$ cat src/rtl/timer_irq_ctrl_pkg.sv
`default_nettype none
// ============================================================================
// Module      : timer_irq_pkg
// Description : Shared constants and state type for the timer IRQ controller:
//               register byte offsets, CTRL/STATUS bit positions, FSM states.
// Revision    : 1.0 - initial release
// ============================================================================
package timer_irq_pkg;

  // Register byte offsets on the 4-bit bus address
  localparam logic [3:0] c_addr_ctrl   = 4'h0;
  localparam logic [3:0] c_addr_load   = 4'h4;
  localparam logic [3:0] c_addr_status = 4'h8;
  localparam logic [3:0] c_addr_count  = 4'hC;

  // CTRL bit positions
  localparam int c_ctrl_en       = 0;
  localparam int c_ctrl_periodic = 1;
  localparam int c_ctrl_ie       = 2;

  // STATUS bit positions
  localparam int c_stat_pending  = 0;
  localparam int c_stat_overrun  = 1;

  // Controller states; ARM and PARK each last exactly one cycle
  typedef enum logic [1:0] {
    IDLE = 2'd0,
    ARM  = 2'd1,
    RUN  = 2'd2,
    PARK = 2'd3
  } state_t;

endpackage
`default_nettype wire

$ cat src/rtl/timer_irq_ctrl_if.sv
`default_nettype none
// ============================================================================
// Module      : timer_irq_ctrl_if
// Description : Simple register bus between the core (master) and the timer
//               IRQ controller (slave). One-cycle request, registered ack.
// Revision    : 1.0 - initial release
// ============================================================================
interface timer_irq_ctrl_if;

  logic        bus_req;
  logic        bus_we;
  logic [3:0]  bus_addr;
  logic [31:0] bus_wdata;
  logic [31:0] bus_rdata;
  logic        bus_ack;

  modport master (
    output bus_req, bus_we, bus_addr, bus_wdata,
    input  bus_rdata, bus_ack
  );

  modport slave (
    input  bus_req, bus_we, bus_addr, bus_wdata,
    output bus_rdata, bus_ack
  );

endinterface
`default_nettype wire

$ cat src/rtl/timer_irq_ctrl_regs.sv
`default_nettype none
// ============================================================================
// Module      : timer_irq_regs
// Description : Bus decode, CTRL/LOAD/STATUS/COUNT registers, read mux and
//               bus acknowledge for the timer IRQ controller. Reports EN
//               edges and LOAD writes to the controlling state machine.
//               Optional macro TIMER_IRQ_OVERRUN_EN adds STATUS.OVERRUN.
// Revision    : 1.0 - initial release
// ============================================================================
module timer_irq_regs
  import timer_irq_pkg::*;
#(
  parameter int CNT_W = 16
) (
  input  logic        clk,
  input  logic        rst,
  timer_irq_ctrl_if.slave bus,
  input  logic        i_expiry,       // expiry accepted this cycle
  input  logic        i_oneshot_clr,  // one-shot expiry: drop EN
  output logic        o_periodic,
  output logic        o_en_rise,      // CTRL write taking EN 0->1
  output logic        o_en_fall,      // CTRL write taking EN 1->0
  output logic        o_load_wr,
  output logic [31:0] o_load,
  output logic        o_irq
);

  localparam logic [CNT_W-1:0] c_cnt_one = {{(CNT_W-1){1'b0}}, 1'b1};
  localparam logic [CNT_W-1:0] c_cnt_max = '1;

  logic             r_en;
  logic             r_periodic;
  logic             r_ie;
  logic [31:0]      r_load;
  logic             r_pending;
  logic [CNT_W-1:0] r_count;
  logic             r_ack;
  logic [31:0]      r_rdata;

  logic             w_wr;
  logic             w_rd;
  logic             w_ctrl_wr;
  logic             w_load_wr;
  logic             w_status_wr;
  logic             w_count_wr;
  logic             w_overrun;
  logic [31:0]      w_rd_mux;

  assign w_wr        = bus.bus_req & bus.bus_we;
  assign w_rd        = bus.bus_req & ~bus.bus_we;
  assign w_ctrl_wr   = w_wr & (bus.bus_addr == c_addr_ctrl);
  assign w_load_wr   = w_wr & (bus.bus_addr == c_addr_load);
  assign w_status_wr = w_wr & (bus.bus_addr == c_addr_status);
  assign w_count_wr  = w_wr & (bus.bus_addr == c_addr_count);

  assign o_en_rise  = w_ctrl_wr &  bus.bus_wdata[c_ctrl_en] & ~r_en;
  assign o_en_fall  = w_ctrl_wr & ~bus.bus_wdata[c_ctrl_en] &  r_en;
  assign o_load_wr  = w_load_wr;
  assign o_load     = r_load;
  assign o_periodic = r_periodic;
  assign o_irq      = r_pending & r_ie;

  // CTRL and LOAD; a one-shot expiry clears EN even against a same-cycle write
  always_ff @(posedge clk) begin
    if (!rst) begin
      r_en       <= 1'b0;
      r_periodic <= 1'b0;
      r_ie       <= 1'b0;
      r_load     <= '0;
    end else begin
      if (w_ctrl_wr) begin
        r_en       <= bus.bus_wdata[c_ctrl_en];
        r_periodic <= bus.bus_wdata[c_ctrl_periodic];
        r_ie       <= bus.bus_wdata[c_ctrl_ie];
      end
      if (i_oneshot_clr) begin
        r_en <= 1'b0;
      end
      if (w_load_wr) begin
        r_load <= bus.bus_wdata;
      end
    end
  end

  // Sticky PENDING; a same-cycle expiry beats the write-1-to-clear
  always_ff @(posedge clk) begin
    if (!rst) begin
      r_pending <= 1'b0;
    end else if (i_expiry) begin
      r_pending <= 1'b1;
    end else if (w_status_wr && bus.bus_wdata[c_stat_pending]) begin
      r_pending <= 1'b0;
    end
  end

`ifdef TIMER_IRQ_OVERRUN_EN
  logic r_overrun;

  // OVERRUN flags an expiry that lands on a still-pending one; set beats clear
  always_ff @(posedge clk) begin
    if (!rst) begin
      r_overrun <= 1'b0;
    end else if (i_expiry && r_pending) begin
      r_overrun <= 1'b1;
    end else if (w_status_wr && bus.bus_wdata[c_stat_overrun]) begin
      r_overrun <= 1'b0;
    end
  end

  assign w_overrun = r_overrun;
`else
  assign w_overrun = 1'b0;
`endif

  // Saturating expiry counter; any COUNT write clears it, keeping a same-cycle expiry
  always_ff @(posedge clk) begin
    if (!rst) begin
      r_count <= '0;
    end else if (w_count_wr) begin
      r_count <= i_expiry ? c_cnt_one : '0;
    end else if (i_expiry && (r_count != c_cnt_max)) begin
      r_count <= r_count + c_cnt_one;
    end
  end

  // Read mux over the register values present in the access cycle
  always_comb begin
    w_rd_mux = '0;
    case (bus.bus_addr)
      c_addr_ctrl:   w_rd_mux = {29'd0, r_ie, r_periodic, r_en};
      c_addr_load:   w_rd_mux = r_load;
      c_addr_status: w_rd_mux = {30'd0, w_overrun, r_pending};
      c_addr_count:  w_rd_mux = 32'(r_count);
      default:       w_rd_mux = '0;
    endcase
  end

  // Every access, defined offset or not, is acknowledged one cycle later
  always_ff @(posedge clk) begin
    if (!rst) begin
      r_ack   <= 1'b0;
      r_rdata <= '0;
    end else begin
      r_ack   <= bus.bus_req;
      r_rdata <= w_rd ? w_rd_mux : '0;
    end
  end

  assign bus.bus_ack   = r_ack;
  assign bus.bus_rdata = r_rdata;

endmodule
`default_nettype wire

$ cat src/rtl/timer_irq_ctrl.sv
`default_nettype none
// ============================================================================
// Module      : timer_irq_ctrl
// Description : Control and interrupt front end for the interval timer.
//               Programs the timer (ARM with LOAD, PARK with PARK_VAL),
//               accepts expiry pulses while running, raises a level IRQ.
//               Optional macro TIMER_IRQ_OVERRUN_EN adds STATUS.OVERRUN.
// Revision    : 1.0 - initial release
// ============================================================================
module timer_irq_ctrl
  import timer_irq_pkg::*;
#(
  parameter int          CNT_W    = 16,
  parameter logic [31:0] PARK_VAL = 32'hFFFF_FFFF
) (
  input  logic        clk,
  input  logic        rst,
  timer_irq_ctrl_if.slave bus,
  output logic [31:0] timer_set_val,
  output logic        set_timer,
  input  logic        timer_is_high,
  output logic        irq
);

  state_t      r_state;
  state_t      w_state_nxt;

  logic        w_expiry;
  logic        w_oneshot_clr;
  logic        w_periodic;
  logic        w_en_rise;
  logic        w_en_fall;
  logic        w_load_wr;
  logic [31:0] w_load;

  // Pulses outside RUN (idle, or stale ones during the ARM strobe) are dropped
  assign w_expiry      = (r_state == RUN) & timer_is_high;
  assign w_oneshot_clr = w_expiry & ~w_periodic;

  timer_irq_regs #(
    .CNT_W (CNT_W)
  ) u_regs (
    .clk           (clk),
    .rst           (rst),
    .bus           (bus),
    .i_expiry      (w_expiry),
    .i_oneshot_clr (w_oneshot_clr),
    .o_periodic    (w_periodic),
    .o_en_rise     (w_en_rise),
    .o_en_fall     (w_en_fall),
    .o_load_wr     (w_load_wr),
    .o_load        (w_load),
    .o_irq         (irq)
  );

  // State register
  always_ff @(posedge clk) begin
    if (!rst) begin
      r_state <= IDLE;
    end else begin
      r_state <= w_state_nxt;
    end
  end

  // Next state and timer programming strobe. EN is 1 exactly in ARM/RUN, so
  // an EN edge written during a one-cycle strobe state is honoured there too.
  always_comb begin
    w_state_nxt   = r_state;
    set_timer     = 1'b0;
    timer_set_val = '0;
    case (r_state)
      IDLE: begin
        if (w_en_rise) w_state_nxt = ARM;
      end
      ARM: begin
        set_timer     = 1'b1;
        timer_set_val = w_load;
        if (w_en_fall)      w_state_nxt = PARK;
        else if (w_load_wr) w_state_nxt = ARM;
        else                w_state_nxt = RUN;
      end
      RUN: begin
        if (w_oneshot_clr || w_en_fall) w_state_nxt = PARK;
        else if (w_load_wr)             w_state_nxt = ARM;
      end
      PARK: begin
        set_timer     = 1'b1;
        timer_set_val = PARK_VAL;
        w_state_nxt   = w_en_rise ? ARM : IDLE;
      end
      default: w_state_nxt = IDLE;
    endcase
  end

endmodule
`default_nettype wire

$ cat src/flat_wrapper.sv
// flat-port wrapper written by rule: the top's interface ports become plain ports
module timer_irq_ctrl_flat import timer_irq_pkg::*;
#(
  parameter int          CNT_W    = 16,
  parameter logic [31:0] PARK_VAL = 32'hFFFF_FFFF
)
  (clk, rst, timer_set_val, set_timer, timer_is_high, irq, bus_bus_req, bus_bus_we, bus_bus_addr, bus_bus_wdata, bus_bus_rdata, bus_bus_ack);
  timer_irq_ctrl_if bus_i ();
  input  logic clk;
  input  logic rst;
  output logic [31:0] timer_set_val;
  output logic set_timer;
  input  logic timer_is_high;
  output logic irq;
  input wire logic [$bits(bus_i.bus_req)-1:0] bus_bus_req;
  input wire logic [$bits(bus_i.bus_we)-1:0] bus_bus_we;
  input wire logic [$bits(bus_i.bus_addr)-1:0] bus_bus_addr;
  input wire logic [$bits(bus_i.bus_wdata)-1:0] bus_bus_wdata;
  output wire logic [$bits(bus_i.bus_rdata)-1:0] bus_bus_rdata;
  output wire logic [$bits(bus_i.bus_ack)-1:0] bus_bus_ack;
  assign bus_i.bus_req = bus_bus_req;
  assign bus_i.bus_we = bus_bus_we;
  assign bus_i.bus_addr = bus_bus_addr;
  assign bus_i.bus_wdata = bus_bus_wdata;
  assign bus_bus_rdata = bus_i.bus_rdata;
  assign bus_bus_ack = bus_i.bus_ack;
  timer_irq_ctrl #(.CNT_W(CNT_W), .PARK_VAL(PARK_VAL)) u_core (.clk(clk), .rst(rst), .bus(bus_i), .timer_set_val(timer_set_val), .set_timer(set_timer), .timer_is_high(timer_is_high), .irq(irq));
endmodule
$ cat config.mk
export PLATFORM = sky130hd
export DESIGN_NAME = timer_irq_ctrl_flat
export DESIGN_NICKNAME = d
export VERILOG_FILES = /design/src/rtl/timer_irq_ctrl_pkg.sv /design/src/rtl/timer_irq_ctrl_if.sv /design/src/rtl/timer_irq_ctrl_regs.sv /design/src/rtl/timer_irq_ctrl.sv /design/src/flat_wrapper.sv
export SDC_FILE = /design/constraint.sdc
export NUM_CORES = 1
export LEC_CHECK = 0
export BUFFER_PORTS_ARGS = -buffer_cell sky130_fd_sc_hd__buf_2
export CAP_MARGIN = 5
export CORE_MARGIN = 2
export CORE_UTILIZATION = 25
export CTS_BUF_LIST = sky130_fd_sc_hd__clkbuf_8
export DETAILED_ROUTE_END_ITERATION = 16
export PLACE_DENSITY = 0.5
export SLEW_MARGIN = 0
export SYNTH_ARGS = -nofsm -noshare
export SYNTH_HDL_FRONTEND = slang
export SYNTH_SLANG_ARGS = --single-unit
$ cat constraint.sdc
create_clock -name clk -period 1.7 [get_ports clk]
set_input_delay 0.085 -clock clk [delete_from_list [all_inputs] [get_ports clk]]
set_output_delay 0.085 -clock clk [all_outputs]
set_load 0.01 [all_outputs]
# [Word level (Yosys, flattened, before mapping)]
# Index checks and enable logic that the tools add are counted.
# Widths: inputs -> output; s select.
[totals] register_bits=87 wordCells=63 romBits=0 ram_bits=0 output_inout_bits=67 in_bits=41 latchBits=0 memories=0
[classes] magnitude_cmp=0 mul=0 n_addsub=1 bitwise=18 shift=0 n_div=0 mux=15 eq_ne=9 n_reduce_logical=11
[op_table] op="$pmux 32 s4" count=1
[op_table] op="$pmux 32 s2" count=1
[op_table] op="$mux 16" count=2
[op_table] op="$add 16x1->16 const B" count=1
[op_table] op="$ne 16x16->1 const B" count=1
[op_table] op="$and 1x1->1" count=13
[op_table] op="$mux 2" count=5
[op_table] op="$eq 4x4->1 const B" count=2
[op_table] op="$pmux 2 s4" count=1
[op_table] op="$mux 1" count=5
[op_table] op="$not 1->1" count=5
[op_table] op="$eq 2x2->1 const B" count=2
[op_table] op="$eq 4x3->1 const B" count=1
[op_table] op="$logic_not 4->1" count=1
[op_table] op="$reduce_and 2->1" count=2
[op_table] op="$reduce_bool 2->1" count=2
[op_table] op="$reduce_or 2->1" count=2
[op_table] op="$ne 3x3->1 const B" count=1
[op_table] op="$eq 2x1->1 const B" count=1
[op_table] op="$logic_and 1x1->1" count=2
[op_table] op="$logic_not 2->1" count=1
[op_table] op="$ne 2x1->1 const B" count=1
[op_table] op="$logic_or 1x1->1" count=1

# [Depth between registers and ports, before layout]
[logic_depth] ltp_word=7 depth_mapped=7 mapped_depth_nobuf=5

# [Hierarchy]
# A second synthesis with hierarchy kept.
[unflattened] cells_unflattened=449 hier_area_um2=3636.0
[modules_own_cells] module="timer_irq_regs" n_inst=1 area_each_um2=3224.3 seq_area_each_um2=1701.6 cells_each=359
[modules_own_cells] module="timer_irq_ctrl" n_inst=1 area_each_um2=411.6 seq_area_each_um2=40.0 cells_each=90

# [Worst setup path after synthesis]
# Ideal clock, no wire load.
[synth_timing] path_type="register to register" from="register u_core.u_regs.r_count[0]" to="register u_core.u_regs.r_count[5]" slack_ns=0.102 t_required_ns=1.630 arrival_time_ns=1.528 path_stages_with_launch=7 path_buffers=1 setup_time_ns=0.070 synth_period_minus_slack_ns=1.598 cell_sequence="dfxtp_1 -> ha_1 -> and3_1 -> and4_4 -> buf_6 -> or4_1 -> a21oi_1"
[synth_via] elab_chain_len=3 word_cells_on_any_way=6 classes_between="add/sub (1); eq/ne (1); mux (2); reduce/logical (2)"
[synth_lines] item="from (decl)" line="timer_irq_ctrl_regs.sv:36" rtl="logic [CNT_W-1:0] r_count;"
[synth_lines] item="from (signal assigned)" line="timer_irq_ctrl_regs.sv:120" rtl="r_count <= i_expiry ? c_cnt_one : '0;"
[synth_lines] item="from (signal assigned)" line="timer_irq_ctrl_regs.sv:122" rtl="r_count <= r_count + c_cnt_one;"
[synth_lines] item="$add 16x1->16 or $ne 16x16->1 (tied branches)" line="timer_irq_ctrl_regs.sv:122, timer_irq_ctrl_regs.sv:121"
[synth_lines] item="$mux 16 or $logic_and 1x1->1 (tied branches)" line="timer_irq_ctrl_regs.sv:121" rtl="end else if (i_expiry && (r_count != c_cnt_max)) begin"
[synth_lines] item="$mux 16 or $reduce_bool 2->1 (tied branches)"
# Several ways; a longest one is shown, not always the timed one. The select of a mux whose other input is x is not followed.
# A chain may end at the register's enable or synchronous reset.

# [Worst setup path in the final report]
[layout_timing] from="register u_core.r_state[0]" to="output timer_set_val[4]"
[layout_via] elab_chain_len=2 word_cells_on_any_way=3 classes_between="eq/ne (2); mux (1)"
[layout_lines] item="from (decl)" line="timer_irq_ctrl.sv:25" rtl="state_t r_state;"
[layout_lines] item="from (signal assigned)" line="timer_irq_ctrl.sv:61" rtl="r_state <= w_state_nxt;"
[layout_lines] item="$eq 2x2->1 or $eq 2x1->1 (tied branches)" line="timer_irq_ctrl.sv:71" rtl="case (r_state)"
[layout_lines] item="$pmux 32 s2 (*)" line="timer_irq_ctrl.sv:71"
[layout_lines] item="to (decl)" line="flat_wrapper.sv:11" rtl="output logic [31:0] timer_set_val;"
# Every way passes the cells marked *; elsewhere a longest branch is shown, timed or not.

==> metrics.txt <==
status=finished, final reports clean; main area contributors after synthesis=dfxtp_1 47%, nor2_1 8.7%, nand2_1 7.8%, a21oi_1 6.2%, and2_1 3.2%; vias after detailed routing=3629; Avg Inst Size Synth=8.21 um2; Worst Path Required=1.62 ns; Hold Startpoint=rst; pwr dens=784 mW/mm2; clock root buffer master=clkbuf_8; Tcrit/Tclk final=0.950; Reg power frac=0.510; sw frac=0.221; hpwl dp=8010 um; DRC viols=0; Synth Area in Simple Gates=0.311; Post-DRT Antenna Nets=0; RSZ-0062 raised after global routing=no; CTS clk-pin slew, worst paths=0.09 ns; Comb power frac=0.056; Fin Hold WS=0.0821 ns; Fillers=~1600; r2r setup slk=approximately 0.11 ns; die area=between 0.015 and 0.02 mm2; reg2reg path depth=5; CTS H-tree depth=3; Starting Density=0.255; WL per Instance=14.1 um; Synth Area in Compound Gates=0.151; share of cells above drive strength 1=0.277; GRT Util Overall=0.142; FMAX=approximately 620 MHz; Crit Path Class=reg -> out; vias in the first global route=3554; r2r startpoint=u_core.u_regs.r_count[0]; Cell Int Power=3.13 mW; crit path cell chain=buf_4 > clkinv_1 > buf_6 > nor2_1 > buf_2; Worst Tran Pin Value=0.421 ns; Switching Power=0.889 mW; setup_tns=0 ns; DRT iter0 DRCs=232; Post-Place Cells=between 700 and 800; min cycle time layout=1.62 ns; fin cells=790; Buf/Inv on CP=4; adder-cell share of the synthesized area=0.00337; Post-synth ARST share=0; post-synthesis cell count=roughly 450; largest net degree at the start of global routing=33; Hold Vio Cnt, Final=0; post-synthesis mux area share=0.0195; P_leak=roughly 2.0 nW; nets=about 640; hold crit path type=in -> reg; Setup Viol. Count Final=0; Sink Count=87; Port Buffers=about 110; Synth area leader=dfxtp_1; max-slew violation count=0; CP Capture Type=primary output; skew final=0.0107 ns; Num CTS Buffers=9; global-route wire length before repair=18100 um; Synth Register Bits=87; core area=0.0145 mm2; Clk pwr share=0.434; DR vias/cell=4.59; Setup crit start kind=flip-flop; synthesized area=0.00371 mm2; Yosys warning count=0; Worst path slowest cell=dfxtp_2; WP depth=5; ys flop type=dfxtp_1; most common cell in the netlist=dfxtp_1; relative slew slack=0.718; GPL Wtd Cong=0.829; Worst IR Drop VDD=0.000404 V; crit path max fanout=28; max_cap viols=0; initial antenna violation count=0; xor and xnor area share after synthesis=0; number of enable flip-flop cells after synthesis=0; arrival time at the worst endpoint=between 1.5 and 2 ns; r2r endpoint=u_core.u_regs.r_count[7]; CP delay by family, top=buffers and inverters; Die W=126 um; top post-synthesis cells by count=87 x dfxtp_1, 86 x nor2_1, 77 x nand2_1; slowest stage delay, CP=0.40 ns; area fraction of the dominant cell type after synthesis=0.469; Hold Path Sink=u_core.r_state[0]; largest family of logic cells by synthesized area=simple AND/OR/NAND/NOR gates; Vert. Die Dim=roughly 130 um; synthesized net count=roughly 490; 1st-pass router iterations=4; worst-skew pair later-pin latency=roughly 0.36 ns; sequential area share after synthesis=0.469; gr ovfl total=0; library cells used by synthesis=50; I/O pins=108; final WL=11200 um; Syn-to-layout area delta=38.1%; clock buffer depth=2; CTS tree=built; ANT cells=0; hold path depth=3; row count=44
==> power by group through the flow <==
stage	sequential [mW]	clock [mW]	combinational [mW]
after global placement	2.10	0	0.166
after global routing	2.05	1.87	0.246
after CTS	2.05	1.79	0.226
after detailed placement	2.10	0	0.166
after floorplan	2.10	0	0.0781
final	2.05	1.74	0.224
==> layout make-up <==
type,instances,area [um2],area share
Multi-Input combinational cell,330,1810,0.353
Sequential cell,87,1740,0.340
Timing Repair Buffer,170,1090,0.214
Tap cell,184,230,0.0449
Clock buffer,9,124,0.0242
Clock inverter,7,114,0.0222
Inverter,3,11.3,0.00220
==> sequential cells by signal (all words and copies together), names as in the netlist <==
| name | cells |
|---|---|
| u_core.u_regs.o_load | 32 |
| u_core.u_regs.r_en | 1 |
| u_core.u_regs.r_pending | 1 |
| u_core.u_regs.bus.bus_ack | 1 |
| u_core.u_regs.bus.bus_rdata | 32 |
| u_core.u_regs.r_count | 16 |
| u_core.r_state | 2 |
| u_core.u_regs.r_ie | 1 |
| u_core.u_regs.o_periodic | 1 |
==> timing repair <==
item | 4_1_cts | 5_1_grt
buffers inserted | 0 | 1
pin swaps | 0 | 2
hold buffers | 33 | 0
endpoints found under the setup margin | 4 | 16
resized for setup | 1 | 5
endpoints found under the hold margin | 35 | 0
==> worst reg2reg max path: stages, from the launching register on <==
cell     delay [ns]
dfxtp_1        0.32
ha_2           0.20
and3_1         0.18
and4_4         0.21
or4_1          0.48
a21oi_1        0.14
==> kinds of logic after synthesis <==
family,after synthesis
muxes,6
buffers and inverters,35
AOI/OAI and AO/OA,90
and+or+nand+nor,233
adders and majority gates,1
DFF,87
==> routing by layer <==
metal,vias to the layer above,GRT usage,share of wire
met4,0,0.0601,0.019
met3,12,0.0289,0.058
met5,-,0,0
met1,1670,0.193,0.48
li1,1843,-,-
met2,104,0.219,0.45
==> worst max path at each step <==
| stage | startpoint | to |
|---|---|---|
| 2_1_floorplan | u_core.u_regs.r_count[0] | u_core.u_regs.r_count[5] |
| 3_3_place_gp | u_core.u_regs.r_count[0] | u_core.u_regs.r_count[7] |
| 3_5_place_dp | u_core.u_regs.r_count[0] | u_core.u_regs.r_count[7] |
| 4_1_cts | u_core.u_regs.r_count[0] | u_core.u_regs.r_count[7] |
| 5_1_grt | u_core.u_regs.r_count[1] | u_core.u_regs.r_count[8] |
| 6_report | u_core.r_state[0] | timer_set_val[4] |
==> per-stage QoR <==
step           area, um2  worst slack [ns]  power [mW]   util
3_3_place_gp        4540            0.0573        2.26  0.312
4_1_cts             5110            0.0245        4.07  0.351
5_1_grt             5120            0.0101        4.17  0.353
3_5_place_dp        4540            0.0439        2.26  0.312
2_1_floorplan       3710             0.102        2.17      -
6_report            5120            0.0844        4.02  0.353
==> cells in the final DEF, fill, tap and decap left out, types with 8 or more instances in the layout <==
master / instances
clkbuf_8: 9
o31ai_1: 8
or4_1: 12
dlygate4sd3_1: 33
and2_1: 19
a21oi_1: 46
nand2_1: 77
buf_4: 29
a22oi_1: 14
buf_2: 107
dfxtp_1: 86
nor2_1: 86
Power figures use the tool's default switching activity.
